<file path="src/rtl/load_store_unit_pkg.sv">
// Shared definitions for the load/store unit: func3 access encodings and FSM states.
package load_store_unit_pkg;

  localparam logic [2:0] F3_LB  = 3'b000;
  localparam logic [2:0] F3_LH  = 3'b001;
  localparam logic [2:0] F3_LW  = 3'b010;
  localparam logic [2:0] F3_LBU = 3'b100;
  localparam logic [2:0] F3_LHU = 3'b101;
  localparam logic [2:0] F3_SB  = 3'b000;
  localparam logic [2:0] F3_SH  = 3'b001;
  localparam logic [2:0] F3_SW  = 3'b010;

  typedef enum logic [1:0] {
    IDLE   = 2'b00,
    ACCESS = 2'b01,
    RESP   = 2'b10
  } lsuState_e;

endpackage

</file>
<file path="src/rtl/lsu_align.sv">
// Combinational lane steering: store replication and byte enables, load extraction
// and extension, plus misalignment and illegal-func3 detection.
module lsu_align
  import load_store_unit_pkg::*;
(
  input  logic        isStore,
  input  logic [2:0]  func3,
  input  logic [1:0]  offset,
  input  logic [31:0] storeData,
  input  logic [31:0] busRdata,
  output logic [31:0] busWdata,
  output logic [3:0]  busBe,
  output logic [31:0] loadWord,
  output logic        misaligned,
  output logic        illegal
);

  logic [31:0] byteShift;
  logic [31:0] halfShift;

  assign byteShift = busRdata >> {offset, 3'b000};
  assign halfShift = busRdata >> {offset[1], 4'b0000};

  always_comb begin
    busWdata   = storeData;
    busBe      = 4'b1111;
    loadWord   = busRdata;
    misaligned = 1'b0;
    illegal    = 1'b0;
    if (isStore) begin
      case (func3)
        F3_SB: begin
          busWdata = {4{storeData[7:0]}};
          busBe    = 4'b0001 << offset;
        end
        F3_SH: begin
          busWdata   = {2{storeData[15:0]}};
          busBe      = 4'b0011 << offset;
          misaligned = offset[0];
        end
        F3_SW:   misaligned = (offset != 2'b00);
        default: illegal = 1'b1;
      endcase
    end else begin
      case (func3)
        F3_LB:  loadWord = {{24{byteShift[7]}}, byteShift[7:0]};
        F3_LBU: loadWord = {24'h000000, byteShift[7:0]};
        F3_LH: begin
          loadWord   = {{16{halfShift[15]}}, halfShift[15:0]};
          misaligned = offset[0];
        end
        F3_LHU: begin
          loadWord   = {16'h0000, halfShift[15:0]};
          misaligned = offset[0];
        end
        F3_LW:   misaligned = (offset != 2'b00);
        default: illegal = 1'b1;
      endcase
    end
  end

endmodule

</file>
<file path="src/rtl/load_store_unit.sv">
// Data-memory access stage: edge-detected request accept, single-outstanding
// req/ack bus transaction with timeout, and done/fault reporting to control.
module load_store_unit
  import load_store_unit_pkg::*;
#(
  parameter int ADDR_W         = 32,
  parameter int TIMEOUT_CYCLES = 255
) (
  input  logic              clk,
  input  logic              rst,
  input  logic              dMemRead,
  input  logic              dMemWrite,
  input  logic [2:0]        func3,
  input  logic [ADDR_W-1:0] addr,
  input  logic [31:0]       storeData,
  output logic [31:0]       loadData,
  output logic              done,
  output logic              fault,
  output logic              busy,
  output logic              busReq,
  output logic              busWe,
  output logic [ADDR_W-1:0] busAddr,
  output logic [31:0]       busWdata,
  output logic [3:0]        busBe,
  input  logic              busAck,
  input  logic [31:0]       busRdata
);

  localparam int CNT_W = (TIMEOUT_CYCLES < 1) ? 1 : $clog2(TIMEOUT_CYCLES + 1);

  lsuState_e         state_q, state_d;
  logic              prevReq_q, prevReq_d;
  logic [CNT_W-1:0]  count_q, count_d;
  logic              faultLatch_q, faultLatch_d;
  logic [31:0]       loadData_q, loadData_d;
  logic              busReq_q, busReq_d;
  logic              busWe_q, busWe_d;
  logic [ADDR_W-1:0] busAddr_q, busAddr_d;
  logic [31:0]       busWdata_q, busWdata_d;
  logic [3:0]        busBe_q, busBe_d;
  logic              isStore_q, isStore_d;
  logic [2:0]        func3_q, func3_d;
  logic [1:0]        offset_q, offset_d;

  logic        reqLevel, start, inIdle;
  logic        alignStore;
  logic [2:0]  alignFunc3;
  logic [1:0]  alignOffset;
  logic [31:0] alignWdata, alignLoad;
  logic [3:0]  alignBe;
  logic        alignMis, alignIll;

  assign reqLevel = dMemRead | dMemWrite;
  assign inIdle   = (state_q == IDLE);
  assign start    = reqLevel & ~prevReq_q & inIdle;

  // Decode the live request while idle; during a transaction use the latched one.
  assign alignStore  = inIdle ? dMemWrite : isStore_q;
  assign alignFunc3  = inIdle ? func3 : func3_q;
  assign alignOffset = inIdle ? addr[1:0] : offset_q;

  lsu_align uAlign (
    .isStore   (alignStore),
    .func3     (alignFunc3),
    .offset    (alignOffset),
    .storeData (storeData),
    .busRdata  (busRdata),
    .busWdata  (alignWdata),
    .busBe     (alignBe),
    .loadWord  (alignLoad),
    .misaligned(alignMis),
    .illegal   (alignIll)
  );

  always_comb begin
    state_d      = state_q;
    prevReq_d    = reqLevel;
    count_d      = count_q;
    faultLatch_d = faultLatch_q;
    loadData_d   = loadData_q;
    busReq_d     = busReq_q;
    busWe_d      = busWe_q;
    busAddr_d    = busAddr_q;
    busWdata_d   = busWdata_q;
    busBe_d      = busBe_q;
    isStore_d    = isStore_q;
    func3_d      = func3_q;
    offset_d     = offset_q;
    case (state_q)
      IDLE: begin
        if (start) begin
          count_d = '0;
          if ((dMemRead & dMemWrite) | alignMis | alignIll) begin
            faultLatch_d = 1'b1;
            state_d      = RESP;
          end else begin
            faultLatch_d = 1'b0;
            busReq_d     = 1'b1;
            busWe_d      = dMemWrite;
            busAddr_d    = {addr[ADDR_W-1:2], 2'b00};
            busWdata_d   = alignWdata;
            busBe_d      = alignBe;
            isStore_d    = dMemWrite;
            func3_d      = func3;
            offset_d     = addr[1:0];
            state_d      = ACCESS;
          end
        end
      end
      ACCESS: begin
        count_d = count_q + 1'b1;
        if (busAck) begin
          busReq_d = 1'b0;
          if (!isStore_q) loadData_d = alignLoad;
          state_d = RESP;
        end else if (count_q == CNT_W'(TIMEOUT_CYCLES - 1)) begin
          busReq_d     = 1'b0;
          faultLatch_d = 1'b1;
          state_d      = RESP;
        end
      end
      RESP:    state_d = IDLE;
      default: state_d = IDLE;
    endcase
  end

  always_ff @(posedge clk) begin
    if (!rst) begin
      state_q      <= IDLE;
      prevReq_q    <= 1'b0;
      count_q      <= '0;
      faultLatch_q <= 1'b0;
      loadData_q   <= '0;
      busReq_q     <= 1'b0;
      busWe_q      <= 1'b0;
      busAddr_q    <= '0;
      busWdata_q   <= '0;
      busBe_q      <= '0;
      isStore_q    <= 1'b0;
      func3_q      <= '0;
      offset_q     <= '0;
    end else begin
      state_q      <= state_d;
      prevReq_q    <= prevReq_d;
      count_q      <= count_d;
      faultLatch_q <= faultLatch_d;
      loadData_q   <= loadData_d;
      busReq_q     <= busReq_d;
      busWe_q      <= busWe_d;
      busAddr_q    <= busAddr_d;
      busWdata_q   <= busWdata_d;
      busBe_q      <= busBe_d;
      isStore_q    <= isStore_d;
      func3_q      <= func3_d;
      offset_q     <= offset_d;
    end
  end

  assign loadData = loadData_q;
  assign done     = (state_q == RESP);
  assign fault    = (state_q == RESP) & faultLatch_q;
  assign busy     = ~inIdle;
  assign busReq   = busReq_q;
  assign busWe    = busWe_q;
  assign busAddr  = busAddr_q;
  assign busWdata = busWdata_q;
  assign busBe    = busBe_q;

endmodule
</file>
<file path="config.mk">
export PLATFORM = sky130hd
export DESIGN_NAME = load_store_unit
export DESIGN_NICKNAME = d
export VERILOG_FILES = /design/src/rtl/load_store_unit_pkg.sv /design/src/rtl/lsu_align.sv /design/src/rtl/load_store_unit.sv
export SDC_FILE = /design/constraint.sdc
export NUM_CORES = 1
export LEC_CHECK = 0
export CELL_PAD_IN_SITES_DETAIL_PLACEMENT = 1
export CELL_PAD_IN_SITES_GLOBAL_PLACEMENT = 2
export CORE_MARGIN = 5
export CORE_UTILIZATION = 27
export DETAILED_ROUTE_END_ITERATION = 12
export PLACE_DENSITY = 0.92
export SETUP_SLACK_MARGIN = 0.5
export SLEW_MARGIN = 15
export SYNTH_ARGS = -nofsm -noshare
export SYNTH_HDL_FRONTEND = slang
export SYNTH_HIERARCHICAL = 1
export SYNTH_SLANG_ARGS = --single-unit
export TNS_END_PERCENT = 50
</file>
<file path="constraint.sdc">
create_clock -name clk -period 5.3 [get_ports clk]
set_input_delay 1.06 -clock clk [delete_from_list [all_inputs] [get_ports clk]]
set_output_delay 1.06 -clock clk [all_outputs]
set_load 0.05 [all_outputs]
</file>
# --- Word-level counts from Yosys, hierarchy flattened ---
# Index checks and enable logic that the tools add are counted.
classes:
  mul: 0
  eq_ne: 12
  addsub: 1
  order_cmp: 0
  n_reduce_logical: 13
  div: 0
  bitwise: 11
  shift: 4
  n_mux: 32
ops:
  columns: ["operator", "n"]
  rows:
  - ["one-hot mux 32 bit (4 select lines)", 1]
  - ["2-to-1 mux 32 bit", 2]
  - ["one-hot mux 32 bit (2 select lines)", 1]
  - ["right shift 32 x 5 -> 16 bit", 1]
  - ["right shift 32 x 5 -> 8 bit", 1]
  - ["one-hot mux 8 bit (2 select lines)", 1]
  - ["2-to-1 mux 1 bit", 13]
  - ["2-to-1 mux 2 bit", 5]
  - ["adder 8 x 1 -> 8 bit, second input constant", 1]
  - ["== test 8 bit, second input constant", 1]
  - ["2-to-1 mux 8 bit", 1]
  - ["inequality test 2 bit, second input constant", 4]
  - ["one-hot mux 1 bit (2 select lines)", 4]
  - ["one-hot mux 4 bit (2 select lines)", 1]
  - ["AND reduction 4 bit", 2]
  - ["== test 3 bit, second input constant", 2]
  - ["AND reduction 3 bit", 2]
  - ["OR reduction 5 bit", 1]
  - ["AND 1 bit", 4]
  - ["2-to-1 mux 4 bit", 1]
  - ["NOT 1 bit", 4]
  - ["one-hot mux 2 bit (2 select lines)", 1]
  - ["AND reduction 2 bit", 2]
  - ["nonzero test 2 bit", 2]
  - ["13 further kinds", 15]
word_totals:
  out_inout_bits: 105
  input_bits: 104
  ram_bits: 0
  elab_cells: 85
  rom_bits: 0
  mem_count: 0
  latchBits: 0
  ff_bits: 117

# --- Longest topological paths before layout ---
logic_depth:
  depth_word: 11
  depth_mapped: 15
  depth_no_buf: 9

# --- By module ---
# The synthesis kept the hierarchy.
by_module_without_submodules:
  columns: ["module", "instances", "seq_area_each_um2", "area_each_um2", "cells_per_inst"]
  rows:
  - ["load_store_unit", 1, 2342.2, 4705.8, 547]
  - ["lsu_align", 1, 0.0, 1333.8, 196]

# --- Worst setup path after synthesis ---
# Ideal clock, no wire load.
synth_timing:
  path_kind: "input to register"
  startpoint: "in dMemWrite"
  endpoint: "reg busWdata_q[22] (netlist: busWdata[22])"
  path_stages: 14
  setup_time_ps: 69
  setup_slack_ps: 2196
  arrival_ps: 3036
  required_ps: 5231
  n_path_buf: 7
  cell_sequence: "buf_4 mux2_2 buf_6 or2_0 buf_2 buf_2 o22ai_1 nor2_1 nand4b_4 buf_6 buf_6 buf_6 nand3_2 o21ai_1"
synth_via:
  elab_chain_len: 6
  elab_cells_between_ends: 12
  classes_between: "mux (4); bitwise (7); reduce/logical (1)"
synth_lines:
  columns: ["element", "line_no", "rtl"]
  rows:
  - ["start: declaration", "load_store_unit.sv:12", "input logic dMemWrite,"]
  - ["2-to-1 mux 1 bit", "load_store_unit.sv:58", "assign alignStore = inIdle ? dMemWrite : isStore_q;"]
  - ["via alignStore", "load_store_unit.sv:46", "logic alignStore;"]
  - ["2-to-1 mux 1 bit", "lsu_align.sv:30", "if (isStore) begin"]
  - ["via alignMis", "load_store_unit.sv:51", "logic alignMis, alignIll;"]
  - ["bitwise OR 1 bit (2 in series)", "load_store_unit.sv:93", "if ((dMemRead & dMemWrite) | alignMis | alignIll) begin"]
  - ["NOT 1 bit (no line)", null, null]
  - ["AND reduction 3 bit (no line)", null, null]
  - ["end signal: assignment", "load_store_unit.sv:151", "busWdata_q <= busWdata_d;"]
  - ["end: declaration", "load_store_unit.sv:39", "logic [31:0] busWdata_q, busWdata_d;"]
# The timed path passes the listed nets, and every way through them passes these cells.
# A chain may end at the register's enable or synchronous reset.

# --- Worst setup path in the final report ---
layout_timing:
  startpoint: "in addr[0]"
  endpoint: "reg busWdata_q[30] (netlist: busWdata[30])"
layout_via:
  elab_chain_len: 8
  elab_cells_between_ends: 9
  classes_between: "mux (4); bitwise (3); reduce/logical (2)"
layout_lines:
  columns: ["element", "line_no", "rtl"]
  rows:
  - ["start: declaration", "load_store_unit.sv:14", "input logic [ADDR_W-1:0] addr,"]
  - ["2-to-1 mux 2 bit *", "load_store_unit.sv:60", "assign alignOffset = inIdle ? addr[1:0] : offset_q;"]
  - ["via alignOffset[0]", "load_store_unit.sv:48", "logic [1:0] alignOffset;"]
  - ["nonzero test 2 bit", "lsu_align.sv:41, lsu_align.sv:56", null]
  - ["one-hot mux 1 bit (2 select lines) (on tied branches)", "lsu_align.sv:45, lsu_align.sv:31", null]
  - ["2-to-1 mux 1 bit *", "lsu_align.sv:30", null]
  - ["via alignMis", "load_store_unit.sv:51", null]
  - ["bitwise OR 1 bit * (2 in series)", "load_store_unit.sv:93", null]
  - ["NOT 1 bit (no line) *", null, null]
  - ["AND reduction 3 bit (no line) *", null, null]
# Mark *: on every way through the listed nets, which the timed path passes. The rest lies on a longest branch.

==> PnR_summary.wiki <==
{| class="wikitable"
! Metric !! Value
|-
| Power density cells || 376.6 nW/µm²
|-
| Worst slew pin tran || 963.4 ps
|-
| Clock tree from TritonCTS || yes
|-
| Drt total wl || 20.40 mm
|-
| Die width || 159.6 µm
|-
| DRC violations left || 0
|-
| Sequential cell area || 2342 µm²
|-
| Clock root buffer || clkbuf_16
|-
| Data arrival time of the critical path || roughly 4000 ps
|-
| Area growth, synth to finish || 44.58%
|-
| Cell taking the most area after synthesis || dfxtp_1
|-
| Post-route worst setup slack || 1617 ps
|-
| Hold Violations, Final || 0
|-
| Required time of the critical path || 5590 ps
|-
| Fraction of the yosys area taken by sequential cells || between 30% and 40%
|-
| Fraction of final layout cells sized beyond drive strength 1 || about an eighth
|-
| DR WL/cell || 17.04 µm
|-
| Proportion of power drawn by combinational gates || 32.0%
|-
| Detail Route Antenna Nets || 0
|-
| Pin count of the biggest net entering global routing || 129
|-
| Antenna violations before repair || 0
|-
| Buffer count from post-CTS setup fixing || 0
|-
| Port bufs || 206
|-
| Floorplan row count || 54
|-
| Maximum fanout count along the critical path || 90
|-
| Top-area cell type share of the netlist area || 38.78%
|-
| Global-route wire length before repair || 32.57 mm
|-
| Ant. Diodes || 0
|-
| Fin Clk Skew || 11.14 ps
|-
| Fin crit period || 3683 ps
|-
| Num ports || 209
|-
| CTS resizes || 0
|-
| Nets@finish || 1010
|-
| Switching portion of total power || 36.39%
|-
| Setup repair after global routing missed its margin || false
|-
| Status || complete, no violations
|-
| Dominant synthesized flop cell || dfxtp_1
|-
| Die Area || 25460 µm²
|-
| Ratio of final minimum period to clock period || between 60% and 70%
|-
| Starting DRC count in detailed routing || 248
|-
| Clock Sink Count || ~120
|-
| Insertion delay of the later-clocked pin in the worst-skew pair || 420 ps
|-
| Setup WS pre-CTS || 1208 ps
|-
| Internal power || 2.092 mW
|-
| VDD IR max || 0.0001963 V
|-
| Total iterations of the first detailed-routing run || 4
|-
| Deepest clock path buffer count || 2
|-
| Number of max-capacitance violations reported || 0
|-
| Filler Cells Inserted || ~2600
|-
| Area occupied by multi-input gates || between 3000 and 4000 µm²
|-
| Synth Instances || around 740
|-
| Number of H-tree levels || 4
|-
| Switch Pwr || roughly 1.2 mW
|-
| Synth warn || 6
|-
| Aggregate negative setup slack || 0 ps
|-
| Hold WC Path Type || reg2reg
|-
| Clock group share of total power || 37.2%
|-
| Highest Clock Rate || 271.5 MHz
|-
| Proportion of register bits with asynchronous set or reset after synthesis || 0%
|-
| Total leakage power || about 3.1 nW
|-
| Overflow left after global routing || 0
|-
| Count of flip-flops with a built-in enable after synthesis || 0
|-
| Post-DR vias/cell || 4.834
|-
| Starting Density || between 20% and 30%
|-
| Worst Setup Start Kind || input pin
|-
| Worst slew slack as a fraction of its limit || 35.78%
|-
| Seq cells post-synth || between 100 and 150
|-
| Global router's overall resource usage || 15.77%
|-
| Count of endpoints failing setup in the final report || 0
|-
| Number of clock buffers inserted by TritonCTS || 17
|-
| Post-synthesis cell type count || 70
|-
| Via count of the first global-routing pass || just under 6000
|-
| Share of total power in sequential cells || 30.8%
|-
| Type of the setup path with the least slack || in2reg
|-
| Final standard cell count with taps included and fillers excluded || ~1200
|-
| Half-perimeter wire length after detailed placement || about 15 mm
|-
| Reg clk slew, reported paths || 70 ps
|-
| Vias || 5786
|-
| DP Cell Count || 1164
|-
| DIE HEIGHT || ~160 µm
|-
| Max-slew violations || 0
|-
| Biggest area contributors in the synthesized netlist || dfxtp_1, nand2_1, nand3_1
|-
| Post-synthesis area per instance || roughly 8.1 µm²
|-
| Core Region || 21960 µm²
|-
| Hold_buf cts || 0
|-
| Kind of capture point of the worst setup path || register
|-
| Cell area after synthesis || just over 6000 µm²
|-
| Final Wtd Congestion || between 0.8 and 0.9
|}
## state kept, by name (all words and copies together) (netlist names)
| signal | count |
|---|---|
| isStore_q | 1 |
| state_q | 2 |
| busReq | 1 |
| loadData | 32 |
| faultLatch_q | 1 |
| offset_q | 2 |
| count_q | 8 |
| func3_q | 3 |
| prevReq_q | 1 |
| busAddr | 30 |
| busWdata | 32 |
| busBe | 4 |
## cell usage after synthesis (all sizes together) (2+ instances only)
cell / n
nor2b: 5
mux2i: 9
or3b: 7
xor2: 3
buf: 48
o21a: 2
o31ai: 3
ha: 2
o21bai: 2
nand3: 77
a21boi: 33
nor4b: 2
a211oi: 2
dfxtp: 117
nand2: 154
nor3: 2
xnor2: 2
clkbuf: 25
o211a: 2
nor3b: 4
a22oi: 8
or4: 2
o21ai: 78
a21oi: 35
mux2: 26
nand2b: 4
o221ai: 6
o211ai: 14
inv: 12
nor2: 40
## per-layer routing
metal  global-route usage, %  wire length [µm]  vias to the layer above
met5                       0                 0                        -
met4                   4.418               214                        0
met3                   6.057              1697                       15
met2                   24.19              8951                      176
met1                   20.71              9534                     2713
li1                        -                 -                     2882
## critical path, cell delays in order
cell and delay (ps):
clkdlybuf4s50_1 450, mux2_2 430, o21bai_1 180, mux2_2 160, o22ai_1 70, nor2_1 220
nand4b_4 600, buf_12 470, nand3_1 170, o21ai_2 70
## cell type report
type / count / share of cell area [%]
multi-input cells: 542 / 37.03
flip-flops and latches: 117 / 26.82
repair buffers: 214 / 24.55
clock buffers: 17 / 4.872
well taps: 280 / 4.012
clock inverters: 15 / 2.207
inverters: 12 / 0.5158
## cells in the final DEF (no fill, tap or decap), drive strengths merged, types with 14 or more instances in the layout
cell	instances
a21boi	33
a21oi	35
clkbuf	17
clkdlybuf4s50	205
dfxtp	117
inv	19
mux2	26
nand2	154
nand3	77
nor2	40
o211ai	14
o21ai	78
## logic make-up after synthesis
kind of cell               Yosys count  share of synthesized area [%]
DFF                                117                          38.78
other                                1                        0.06209
muxes                               35                          6.464
xor gates and xnor gates             5                         0.8496
buffers and inverters               85                          7.935
and+or+nand+nor                    306                          24.96
AOI/OAI and AO/OA                  192                          20.53
adders and majority gates            2                         0.4143
## power by group through the flow
stage	Sequential (mW)	Clock [mW]	Combinational (mW)
after floorplan	1.27	0	0.501
after global placement	1.03	0	1.05
after detailed placement	1.03	0	1.06
after CTS	1.02	1.26	1.06
after global routing	1.03	1.30	1.13
final	1.01	1.22	1.05
## per-stage QoR
stage	cell area, µm²	power [mW]	utilization, %	hold slack (ps)
final	8732	3.288	39.77	452.1
after detailed placement	8099	2.089	36.88	446.3
after global placement	8099	2.078	36.88	441.4
after floorplan	6043	1.766	-	439.8
after CTS	8717	3.338	39.70	455.8
after global routing	8732	3.457	39.77	473.8
## path summary, 6_finish.rpt
kind	start	endpoint	slack, ps	cells past startpoint
worst min register to register	loadData[8]	loadData[8]	450	2
worst min-delay path	loadData[8]	loadData[8]	450	2
worst max-delay path	addr[0]	busWdata[30]	1620	10
worst max register to register	state_q[0]	busWdata[30]	1860	10
No activity file was read; power rests on OpenSTA's default activity.
==> edit 1, RTL diff (same flow settings) <==
Set the parameter `ADDR_W` to 64 (it was 32).
--- a/src/rtl/load_store_unit.sv
+++ b/src/rtl/load_store_unit.sv
@@ -3,7 +3,7 @@
 module load_store_unit
   import load_store_unit_pkg::*;
 #(
-  parameter int ADDR_W         = 32,
+  parameter int ADDR_W         = 64,
   parameter int TIMEOUT_CYCLES = 255
 ) (
   input  logic              clk,
Ports: changed (resized addr and busAddr); port bits go from 209 to 273. The function was not compared with the original's and may differ.
==> edit 1 against the original RTL <==
Design area grew 19%. Wire length grew 26%. Power grew 16%. Worst setup slack gained 0.17 ns. Sequential cell count grew 32. Synthesized area grew 17%. Count of clock-buffer cells in the layout grew 1. Critical path type unchanged. Via count grew 21%. Fmax grew 4.9%.
==> edit 1: results (changes against the original RTL) <==
metric,value,unit,change
placed inst area,9820,sq um,+21%
Final HPWL DP,18600,um,+28%
n_diodes,0,,unchanged
1st-pass router iterations,4,,unchanged
first-pass GRT wire length,39400,um,+21%
Unique masters post-synth,63,,-10%
Hold EP,offset_q[0]$_SDFFE_PN0P_,,
nets,1236,,+22%
final hold slack,0.455,ns,+0.00341 ns
Highest Clock Rate,285,MHz,+4.9%
crit path to,busWdata[15]$_SDFFE_PN0P_,,
Met3 Wirelength,2720,um,+60%
Post-CTS Resized,0,,unchanged
layout cells sized above 1,0.0819,,-0.0435
worst hold path startpoint,offset_q[0]$_SDFFE_PN0P_,,
HP Class,register to register,,
DRT iter0 DRCs,384,,+55%
vias in the first global route,7098,,+20%
wire length on met1,10800,um,+13%
Critical Path Start,dMemWrite,,
CP Max Fanout,29,,-68%
worst-case clock skew,0.0175,ns,+0.00640 ns
root buffer cell,clkbuf_16,,
r2r setup slk,2.13,ns,+0.27 ns
largest net degree at the start of global routing,133,,+3.1%
Reg2Reg Depth,8,,-2
"Seq/Total Area, Yosys",0.421,,+0.0332
GRT Total Usage,0.169,,+0.0113
dpl ws,1.39,ns,+0.181 ns
status,"complete, no violations",,
switching power,1.45,mW,+21%
synth cell count leaders,"nand2_1, dfxtp_1, nand3_1",,
worst-margin pin slew,0.953,ns,-0.0105 ns
Worst IR Drop VDD,186,uV,-5.2%
leakage,3.70,nW,+19%
Worst EP arrival,3.80,ns,-0.18 ns
"Top FF cell, synth",dfxtp_1,,
Via Count,7011,,+21%
Synth area leaders,"dfxtp_1, nand2_1, nand3_1, o21ai_1, mux2_2",,
# port buffers,270,,+31%
Rows,59,,+9.3%
routed len/inst,17.8,um,+4.4%
[edit 1: logic make-up after synthesis]
logic type               share of synthesized area
AND/OR/NAND/NOR                              0.240
AO/OA/AOI/OAI                                0.194
flip-flops                                   0.421
buffers and inverters                       0.0791
multiplexers                                0.0551
XOR/XNOR                                   0.00618
adder cells (fa/ha/maj)                    0.00353
other                                     0.000529
[edit 1: final cells by class]
cell class,count,area [sq um]
clock buffer,18,439
sequential,149,2980
fill,3098,15600
multi-input combinational,638,3560
inverter,12,45.0
timing repair buffer,280,2820
tap,335,419
clock inverter,14,143
[edit 1: through the flow]
| step | util | power (mW) | instances |
|---|---|---|---|
| floorplan | - | 2.19 | 886 |
| global placement | 0.378 | 2.60 | 1414 |
| detailed placement | 0.378 | 2.61 | 1414 |
| CTS | 0.400 | 3.86 | 1446 |
| global route | 0.400 | 4.00 | 1446 |
| finish | 0.400 | 3.81 | 1446 |
[edit 1: routing by layer]
layer	GRT usage	up-vias
li1	-	3456
met3	0.0800	17
met2	0.280	223
met4	0.0424	0
met5	0	-
met1	0.199	3315
[edit 1: power groups by stage]
| stage | logic (mW) | clock network (mW) | registers, mW |
|---|---|---|---|
| floorplan | 0.554 | 0 | 1.64 |
| global placement | 1.29 | 0 | 1.31 |
| detailed placement | 1.30 | 0 | 1.32 |
| CTS | 1.30 | 1.26 | 1.29 |
| global route | 1.38 | 1.31 | 1.30 |
| finish | 1.29 | 1.23 | 1.29 |
[edit 1: critical path, stage by stage]
cell             delay (ns)
clkdlybuf4s50_1        0.62
mux2_2                 0.33
nor3b_2                0.20
buf_4                  0.34
nor2b_1                0.68
mux2_2                 0.41
nand2_1                0.07
o21ai_1                0.07
==> edit 2, RTL diff (same settings) <==
Without the edit above. The 3 states of `lsuState_e` get a one-hot encoding in 3 bits.
--- a/src/rtl/load_store_unit_pkg.sv
+++ b/src/rtl/load_store_unit_pkg.sv
@@ -10,10 +10,10 @@
   localparam logic [2:0] F3_SH  = 3'b001;
   localparam logic [2:0] F3_SW  = 3'b010;
 
-  typedef enum logic [1:0] {
-    IDLE   = 2'b00,
-    ACCESS = 2'b01,
-    RESP   = 2'b10
+  typedef enum logic [2:0] {
+    IDLE   = 3'b001,
+    ACCESS = 3'b010,
+    RESP   = 3'b100
   } lsuState_e;
 
 endpackage
Function: no difference found for any inputs over 4 cycles, from zero or initial values and one cycle with rst low; so few cycles prove little.
==> edit 2 against the original RTL <==
Worst setup slack worse by 0.060 ns. Wire length up 7.3%. Register-to-register slack lost 0.30 ns. Non-clock buffer count increased by 5. Critical path depth grew 1. Design area increased by 2.7%. Synthesized area up 2.9%. Sequential cell count up 1. Count of clock-buffer cells in the layout rose by 1. Sequential share of layout area fell by 0.49 points. Power up 15%. Critical endpoint is now busWdata[18]$_SDFFE_PN0P_.
==> edit 2: results (changes against the original RTL) <==
metric,value,unit,change
placed inst area,8340,sq um,+3.0%
"Seq/Total Area, Yosys",0.380,,-0.00763
critical path's slowest cell,and3_4,,
HP Class,register to register,,
slew margin rel.,0.265,,-0.0929
Worst IR Drop VDD,184,uV,-6.4%
worst-skew pair later-pin latency,0.41,ns,
"FFs w/ async S/R, synth",0,,unchanged
1st-pass router iterations,5,,+1
# port buffers,206,,unchanged
"Reg clk slew, reported paths",0.05,ns,-0.02 ns
Vias/cell,4.95,,+2.4%
leakage,3.15,nW,+1.9%
status,"complete, no violations",,
synth warn,6,,unchanged
Synth area leaders,"dfxtp_1, mux2i_1, nand2_1, a21oi_1, mux2_2",,
nets,1030,,+2.0%
met1 Track Usage GR,0.205,,-0.00242
Final HPWL DP,15900,um,+9.0%
met3 Track Usage GR,0.0566,,-0.00399
Syn Area/Cell,8.19,sq um,+0.71%
Final GP Congestion,0.802,,-1.4%
Post-CTS Resized,0,,unchanged
worst-case clock skew,0.00977,ns,-0.00137 ns
Unique masters post-synth,62,,-11%
DRT iter0 DRCs,256,,+3.2%
antenna violations before repair,1,,+1
"Largest stage delay, worst path",0.52,ns,-0.08 ns
GRT Total Usage,0.165,,+0.00695
htree depth,4,,unchanged
Placed Cells incl. Taps,1190,,+2.2%
root buffer cell,clkbuf_16,,
vias in the first global route,6369,,+8.1%
Max clock buf depth,2,,unchanged
routed len/inst,17.9,um,+5.1%
CP Max Fanout,20,,-78%
Via Count,6056,,+4.7%
grt met2 use,0.274,,+0.0317
synth cell count leaders,"nand2_1, dfxtp_1, mux2i_1",,
first-pass GRT wire length,34700,um,+6.4%
dpl ws,1.22,ns,+0.0111 ns
CTS buffer count,17,,unchanged
postcts setup bufs,0,,unchanged
largest net degree at the start of global routing,89,,-31%
Worst EP arrival,4.07,ns,+0.09 ns
layout cells sized above 1,0.0928,,-0.0326
## edit 2: final cells by class
| type | count | area [sq um] |
|---|---|---|
| Sequential cell | 118 | 2360 |
| Inverter | 13 | 48.8 |
| Antenna cell | 1 | 2.50 |
| Tap cell | 285 | 357 |
| Timing Repair Buffer | 219 | 2170 |
| Clock buffer | 18 | 429 |
| Fill cell | 2648 | 13700 |
| Clock inverter | 14 | 200 |
| Multi-Input combinational cell | 555 | 3400 |
## edit 2: worst paths after layout
check / slack (ns) / cells past startpoint / to / start
min: 0.45 / 2 / busWdata[28]$_SDFFE_PN0P_ / busWdata[28]$_SDFFE_PN0P_
min reg2reg: 0.45 / 2 / busWdata[28]$_SDFFE_PN0P_ / busWdata[28]$_SDFFE_PN0P_
max reg2reg: 1.56 / 11 / busWdata[18]$_SDFFE_PN0P_ / state_q[0]$_SDFFE_PN1P_
max: 1.56 / 11 / busWdata[18]$_SDFFE_PN0P_ / state_q[0]$_SDFFE_PN1P_
## edit 2: critical path, delay by kind of cell (launching register included)
family	cells	cell delay (ns)
AO/OA/AOI/OAI	3	0.69
buffers and inverters	2	0.59
flip-flops	1	0.44
multiplexers	2	0.39
AND/OR/NAND/NOR	4	1.54
## edit 2: where the power goes
group	total, mW	internal, mW	switching [mW]
combinational	1.49	0.551	0.942
sequential	1.06	0.995	0.0645
clock	1.24	0.792	0.451
## edit 2: metal layers
metal	up-vias	routed length (um)	part of all wire
li1	2952	-	-
met1	2876	9630	0.44
met2	202	10300	0.47
met3	24	1700	0.078
met4	2	308	0.014
met5	-	7	0.00032
## edit 2: kinds of logic (layout without fill, tap and decap cells)
logic type | count (synthesis) | in the layout | synth area share
other | 1 | 3 | 0.000604
AO/OA/AOI/OAI | 158 | 158 | 0.157
AND/OR/NAND/NOR | 291 | 291 | 0.212
adder cells (fa/ha/maj) | 2 | 2 | 0.00403
multiplexers | 102 | 102 | 0.170
buffers and inverters | 87 | 264 | 0.0761
flip-flops | 118 | 118 | 0.380
